<file path="config.mk">
export PLATFORM = sky130hd
export DESIGN_NAME = uart_hamming_tx
export DESIGN_NICKNAME = d
export VERILOG_FILES = /design/src/rtl/uart_pkg.sv /design/src/rtl/hamming74_encoder.sv /design/src/rtl/uart_hamming_tx.sv
export SDC_FILE = /design/constraint.sdc
export NUM_CORES = 1
export LEC_CHECK = 0
export BUFFER_PORTS_ARGS = -buffer_cell sky130_fd_sc_hd__buf_4
export CAP_MARGIN = 30
export CELL_PAD_IN_SITES_DETAIL_PLACEMENT = 1
export CELL_PAD_IN_SITES_GLOBAL_PLACEMENT = 2
export CORE_ASPECT_RATIO = 1.75
export CORE_UTILIZATION = 39
export DETAILED_ROUTE_END_ITERATION = 8
export PLACE_DENSITY_LB_ADDON = 0.1
export SETUP_SLACK_MARGIN = 0.05
export SLEW_MARGIN = 20
export SYNTH_ARGS = -nofsm -noshare
export SYNTH_HDL_FRONTEND = slang
export SYNTH_SLANG_ARGS = --single-unit
</file>
<file path="constraint.sdc">
create_clock -name clk -period 4.3 [get_ports clk]
set_input_delay 0.645 -clock clk [delete_from_list [all_inputs] [get_ports clk]]
set_output_delay 0.645 -clock clk [all_outputs]
set_load 0.03 [all_outputs]
</file>
<file path="src/rtl/uart_pkg.sv">
// Shared types and constants for the Hamming(7,4) UART link.
// Frame is start + FRAME_DATA_BITS data bits (LSB first) + stop.
package uart_pkg;

   typedef enum logic [1:0] {
      IDLE  = 2'b00,
      START = 2'b01,
      DATA  = 2'b10,
      STOP  = 2'b11
   } tx_state_t;

   localparam int   FRAME_DATA_BITS = 7;
   localparam logic LINE_IDLE       = 1'b1;

endpackage

</file>
<file path="src/rtl/hamming74_encoder.sv">
// Hamming(7,4) encoder: parity bits at codeword positions 0, 1 and 3.
// Purely combinational, no backpressure.
module hamming74_encoder (
   input  logic [3:0] d,
   output logic [6:0] c
);

   assign c[0] = d[0] ^ d[1] ^ d[3];
   assign c[1] = d[0] ^ d[2] ^ d[3];
   assign c[2] = d[0];
   assign c[3] = d[1] ^ d[2] ^ d[3];
   assign c[4] = d[1];
   assign c[5] = d[2];
   assign c[6] = d[3];

endmodule

</file>
<file path="src/rtl/uart_hamming_tx.sv">
// UART frame transmitter, optional Hamming(7,4) encode under UART_TX_HAMMING_EN.
// Latency: tx falls 1 cycle after accept; frame lasts 9*CLKS_PER_BIT enabled cycles.
// Backpressure: ready_out only in IDLE; valid_in while busy is ignored, not queued.
module uart_hamming_tx
   import uart_pkg::*;
#(
   parameter int CLKS_PER_BIT = 8
) (
   input  logic       clk,
   input  logic       rst_n,
   input  logic       ena,
   input  logic [6:0] data_in,
   input  logic       valid_in,
   output logic       ready_out,
   output logic       tx,
   output logic       busy,
   output logic       done
);

   localparam int            CNT_W    = $clog2(CLKS_PER_BIT);
   localparam logic [CNT_W-1:0] CNT_LAST = CNT_W'(CLKS_PER_BIT - 1);
   localparam logic [2:0]    BIT_LAST = 3'(FRAME_DATA_BITS - 1);

   tx_state_t        state_q, state_d;
   logic [CNT_W-1:0] clk_cnt;
   logic [2:0]       bit_cnt;
   logic [6:0]       shift_reg;
   logic [6:0]       codeword;
   logic             tx_q;
   logic             done_q;
   logic             cnt_wrap;

`ifdef UART_TX_HAMMING_EN
   logic unused_msbs;
   assign unused_msbs = ^data_in[6:4];

   hamming74_encoder u_enc (
      .d (data_in[3:0]),
      .c (codeword)
   );
`else
   assign codeword = data_in;
`endif

   assign cnt_wrap  = (clk_cnt == CNT_LAST);
   assign ready_out = (state_q == IDLE);
   assign busy      = (state_q != IDLE);
   assign tx        = tx_q;
   assign done      = done_q;

   always_ff @(posedge clk or negedge rst_n) begin
      if (!rst_n) state_q <= IDLE;
      else        state_q <= state_d;
   end

   always_comb begin
      state_d = state_q;
      if (ena) begin
         case (state_q)
            IDLE:    if (valid_in) state_d = START;
            START:   if (cnt_wrap) state_d = DATA;
            DATA:    if (cnt_wrap && bit_cnt == BIT_LAST) state_d = STOP;
            STOP:    if (cnt_wrap) state_d = IDLE;
            default: state_d = IDLE;
         endcase
      end
   end

   // tx is loaded with the level of the state being entered, so it is glitch-free
   // and never depends combinationally on data_in.
   always_ff @(posedge clk or negedge rst_n) begin
      if (!rst_n) begin
         clk_cnt   <= '0;
         bit_cnt   <= '0;
         shift_reg <= '0;
         tx_q      <= LINE_IDLE;
         done_q    <= 1'b0;
      end else if (ena) begin
         done_q <= 1'b0;
         case (state_q)
            IDLE: begin
               clk_cnt <= '0;
               bit_cnt <= '0;
               tx_q    <= LINE_IDLE;
               if (valid_in) begin
                  shift_reg <= codeword;
                  tx_q      <= ~LINE_IDLE;
               end
            end
            START: begin
               clk_cnt <= cnt_wrap ? '0 : clk_cnt + 1'b1;
               if (cnt_wrap) tx_q <= shift_reg[0];
            end
            DATA: begin
               clk_cnt <= cnt_wrap ? '0 : clk_cnt + 1'b1;
               if (cnt_wrap) begin
                  shift_reg <= shift_reg >> 1;
                  bit_cnt   <= bit_cnt + 1'b1;
                  tx_q      <= (bit_cnt == BIT_LAST) ? LINE_IDLE : shift_reg[1];
               end
            end
            STOP: begin
               clk_cnt <= cnt_wrap ? '0 : clk_cnt + 1'b1;
               tx_q    <= LINE_IDLE;
               if (cnt_wrap) done_q <= 1'b1;
            end
            default: begin
               clk_cnt <= '0;
               bit_cnt <= '0;
               tx_q    <= LINE_IDLE;
            end
         endcase
      end
   end

endmodule

</file>
Word level (Yosys, flattened, before mapping)
Cells that the tools add are included.
{ "word_totals": {"output_inout_bits": 4, "ff_bits": 17} }
{ "op_classes": {"mux": 19, "addsub": 2, "n_reduce_logical": 9, "eq_ne": 10} }
{ "op_table": {"columns": ["operator", "count"], "rows": [
  ["7-bit two-way mux", 2],
  ["7-bit case mux with 2 select lines", 1],
  ["3-bit case mux with 2 select lines", 2],
  ["2-bit != test (second input constant)", 5],
  ["2-bit two-way mux", 4],
  ["2-bit case mux with 4 select lines", 1],
  ["3-bit by 1-bit adder with 3-bit output (second input constant)", 2],
  ["3-bit equality test (second input constant)", 2],
  ["1-bit two-way mux", 6],
  ["3-bit two-way mux", 2],
  ["3-bit AND reduction", 2],
  ["5-bit AND reduction", 1],
  ["2-bit equality test (second input constant)", 2],
  ["1-bit case mux with 4 select lines", 1],
  ["4-bit AND reduction", 1],
  ["2-bit nonzero test", 2],
  ["3-bit OR reduction", 1],
  ["2-bit by 1-bit equality test with 1-bit output (second input constant)", 1],
  ["2-bit zero test", 1],
  ["1-bit logical AND", 1]
]} }

Longest topological paths before layout
{ "logic_depth": {"word_depth": 4, "ltp_mapped": 6, "ltp_nobuf": 5} }

Worst setup path before layout
No wires, ideal clock.
{ "synth_timing": {"path_type": "register to output", "start": "reg state_q[0]", "end": "out busy", "t_arrival_ps": 1139, "stages_incl_launch_ff": 4, "path_slack_ps": 2516, "t_required_ps": 3655, "n_path_buf": 0, "cell_sequence": "dfrtp_1 inv_1 ha_1 inv_1"} }
{ "synth_via": {"elab_chain_cells": 1} }
{ "synth_rtl": {"columns": ["item", "line_no", "text"], "rows": [
  ["start, declared", "uart_hamming_tx.sv:24", "tx_state_t state_q, state_d;"],
  ["start signal, assigned", "uart_hamming_tx.sv:53", "else state_q <= state_d;"],
  ["2-bit nonzero test", "uart_hamming_tx.sv:47", "assign busy = (state_q != IDLE);"],
  ["end, declared", "uart_hamming_tx.sv:16", "output logic busy,"]
]} }
No other way between the ends.

Worst setup path after layout
{ "layout_timing": {"start": "reg state_q[0]", "end": "reg shift_reg[1]"} }
{ "layout_via": {"elab_chain_cells": 3} }
{ "layout_rtl": {"columns": ["item", "line_no", "text"], "rows": [
  ["2-bit equality test / 2-bit zero test (equally long branches)", "uart_hamming_tx.sv:80", "case (state_q)"],
  ["2-bit != test (no line) / 2-bit nonzero test (equally long branches)", null, null],
  ["4-bit AND reduction (no line)", null, null],
  ["end signal, assigned", "uart_hamming_tx.sv:86", "shift_reg <= codeword;"],
  ["end signal, assigned", "uart_hamming_tx.sv:97", "shift_reg <= shift_reg >> 1;"],
  ["end, declared", "uart_hamming_tx.sv:27", "logic [6:0] shift_reg;"]
]} }
Several ways; a longest one is shown, not always the timed one.
A chain may end at the register's enable or synchronous reset.

==> flow_summary.yaml <==
finish:
  layout-drive-gt1-share_pct: 36.3
  finalNetCount: 123
  syn_to_final_growth_pct: 16.0
  fill_cells: 286
  diodes: 0
  final_core_util_pct: 47.4
  largest_reg_flops: 7
floorplan:
  die_y_um: 69.2
  fp.dieW_um: 40.4
  initial_core_util_pct: 40.9
  ios: 15
  die_area_mm2: 0.00279
  rows: 24
  core-area_mm2: 0.00246
detailed_routing:
  via_per_inst: 5.63
  ant_nets: 0
  drc: 0
  drt_pre_antenna_iters: 4
  detail_route.wl_per_cell_um: 16.3
  vias: 720
  drt_iter0_drc: 19
  wl_um: 2090
sta:
  max_freq_mhz: 483
  timing.final.crit_share_pct: 48.2
  drv_slew: 0
  period_needed_ps: 2070
  tightest_slew_ps: 512
  hold_viol_final: 0
  setup_viol: 0
  skew_ps: 8.66
  setup_tns_ps: 0
  slew_headroom_pct: 65.9
  rsz0062_at_grt: "false"
global_route:
  grt_max_degree: 18
  grt_use_met1_pct: 20.8
  grt_pass1_vias: 782
  grt_overflow: 0
  grt_pass1_wl_um: 3520
  grt.total_usage_pct: 18.4
  antenna_found_initial: 0
  met2_usage_pct: 30.7
  grt_use_met3_pct: 3.21
  grt_busiest_layer: "met2"
yosys:
  ys_warn_count: 0
  synthArstFlopShare_pct: 100
  synth-edff-count: 0
  synthesis.area_mm2: 0.00101
  synth_area_per_cell_um2: 11.4
  synth_top_area_cell: "dfrtp_1"
  netlist_instances: 88
  synth.area.top_cells: "dfrtp_1, mux2_2, ha_1, inv_1, dfstp_2"
  synth_top_area_share_pct: 39.8
  syn_nets: 108
  ys_seq_area_share_pct: 42.4
  ys_types: 29
  synth-seq-cells: 17
  synthFlopType: "dfrtp_1"
placement:
  numPortBuffers: 14
  gp_congestion: 0.712
  dp_hpwl_um: 1580
clocking:
  clockBufferDepth: 2
  post_cts_buffers: 0
  numCtsBuffers: 3
  clock_latency_ps: 250
  clock-sinks: 17
  h-tree-depth: 1
  cts_hold_buf: 0
  clkSlewWorstSetupHoldPaths_ps: 70
  cts_tree: "built"
  cts-resized-gates: 0
  cts_root_buffer: "clkbuf_8"
worst_setup_path:
  reg2reg_depth: 5
  cp_max_fo: 14
  crit_start: "state_q[0]$_DFFE_PN0P_"
  cp.required_ps: 4430
  end_kind: "register"
  critPathKind: "reg2reg"
  arrival_ps: 2200
  worstSetupStartpointType: "register"
  r2r-start: "state_q[0]$_DFFE_PN0P_"
power_and_ir_drop:
  powerDensity_mw_per_mm2: 668
  peakVddDrop_v: 0.000304
  power_uw: 779
  leakagePower_nw: 0.557
outcome:
  status: "completed"
flow_run:
  maxCapViolations: 0
hold_path:
  hold_class: "in2async"
-- power breakdown --
| part | switching (mW) | total (mW) | internal [mW] | leakage, nW |
|---|---|---|---|---|
| clock network | 0.0569 | 0.121 | 0.0643 | 0.0255 |
| logic | 0.195 | 0.384 | 0.189 | 0.320 |
| registers | 0.0421 | 0.274 | 0.232 | 0.211 |
-- cell usage after synthesis (2+ instances only) --
library cell	count
nor2b_1	3
a22o_1	2
o21bai_1	2
mux2_2	14
a21oi_1	2
dfrtp_1	16
and3_1	2
buf_2	3
nand2_1	3
o21ai_0	4
ha_1	9
nand3_1	3
inv_1	8
a31o_2	2
-- critical path: stages (launching register included) --
cell and delay [ps]:
dfrtp_1 410, inv_1 110, ha_1 490, inv_1 190, o2111ai_4 360, mux2_2 390
-- cell type report --
| cell class | count | area (um2) | share of cell area (%) |
|---|---|---|---|
| inverter | 8 | 30.0 | 2.57 |
| sequential | 17 | 427 | 36.5 |
| timing repair buffer | 14 | 105 | 9.00 |
| clock inverter | 1 | 5.00 | 0.429 |
| multi-input combinational | 59 | 527 | 45.1 |
| tap | 26 | 32.5 | 2.79 |
| clock buffer | 3 | 41.3 | 3.54 |
-- metrics by stage --
stage	cell area (um2)	setup slack [ps]	hold slack, ps	std cells
floorplan	1010	2520	349	88
global placement	1120	2310	484	124
detailed placement	1120	2220	492	124
CTS	1170	2200	252	128
global route	1170	2030	256	128
finish	1170	2230	245	128
-- cells by family after synthesis --
family                     Yosys count  synth area share, %
AOI/OAI and AO/OA                   19                 15.3
and+or+nand+nor                     16                 9.20
adders and majority gates            9                 11.2
buffers and inverters               12                 5.22
DFF                                 17                 42.4
muxes                               15                 16.7
-- cells in the final DEF (no fill, tap or decap) --
cell type  synthesis  layout
dfrtp_1           16      16
mux2_2            14      14
buf_4              1      14
ha_1               9       9
inv_1              8       8
o21ai_0            4       4
nand2_1            3       3
nand3_1            3       3
nor2b_1            3       3
clkbuf_8           0       3
and3_1             2       2
o21bai_1           2       2
a22o_1             2       2
a31o_2             2       2
a21oi_1            2       2
nand2b_1           1       1
or2_2              1       1
o2111ai_4          1       1
o2111ai_1          1       1
o22ai_1            1       1
mux2i_1            1       1
a2bb2oi_1          1       1
nor2_1             1       1
and4b_1            1       1
a21o_1             1       1
a221oi_1           1       1
and4_1             1       1
a211oi_1           1       1
clkinv_2           0       1
dfstp_2            1       1
-- path summary, 6_finish.rpt --
kind	end	slack [ps]
max	shift_reg[1]$_DFFE_PN0P_	2230
min	clk_cnt[1]$_DFFE_PN0P_	250
max reg2reg	shift_reg[1]$_DFFE_PN0P_	2230
min reg2reg	shift_reg[5]$_DFFE_PN0P_	510
max in group asynchronous	tx$_DFFE_PN1P_	3800
min in group clk	shift_reg[5]$_DFFE_PN0P_	510
-- metal layers --
metal | share of wire (%) | vias to the layer above
met5 | 0 | -
met4 | 1.7 | 0
met3 | 2.3 | 4
met2 | 58 | 11
met1 | 38 | 361
li1 | - | 344
(Power assumes the default switching activity.)
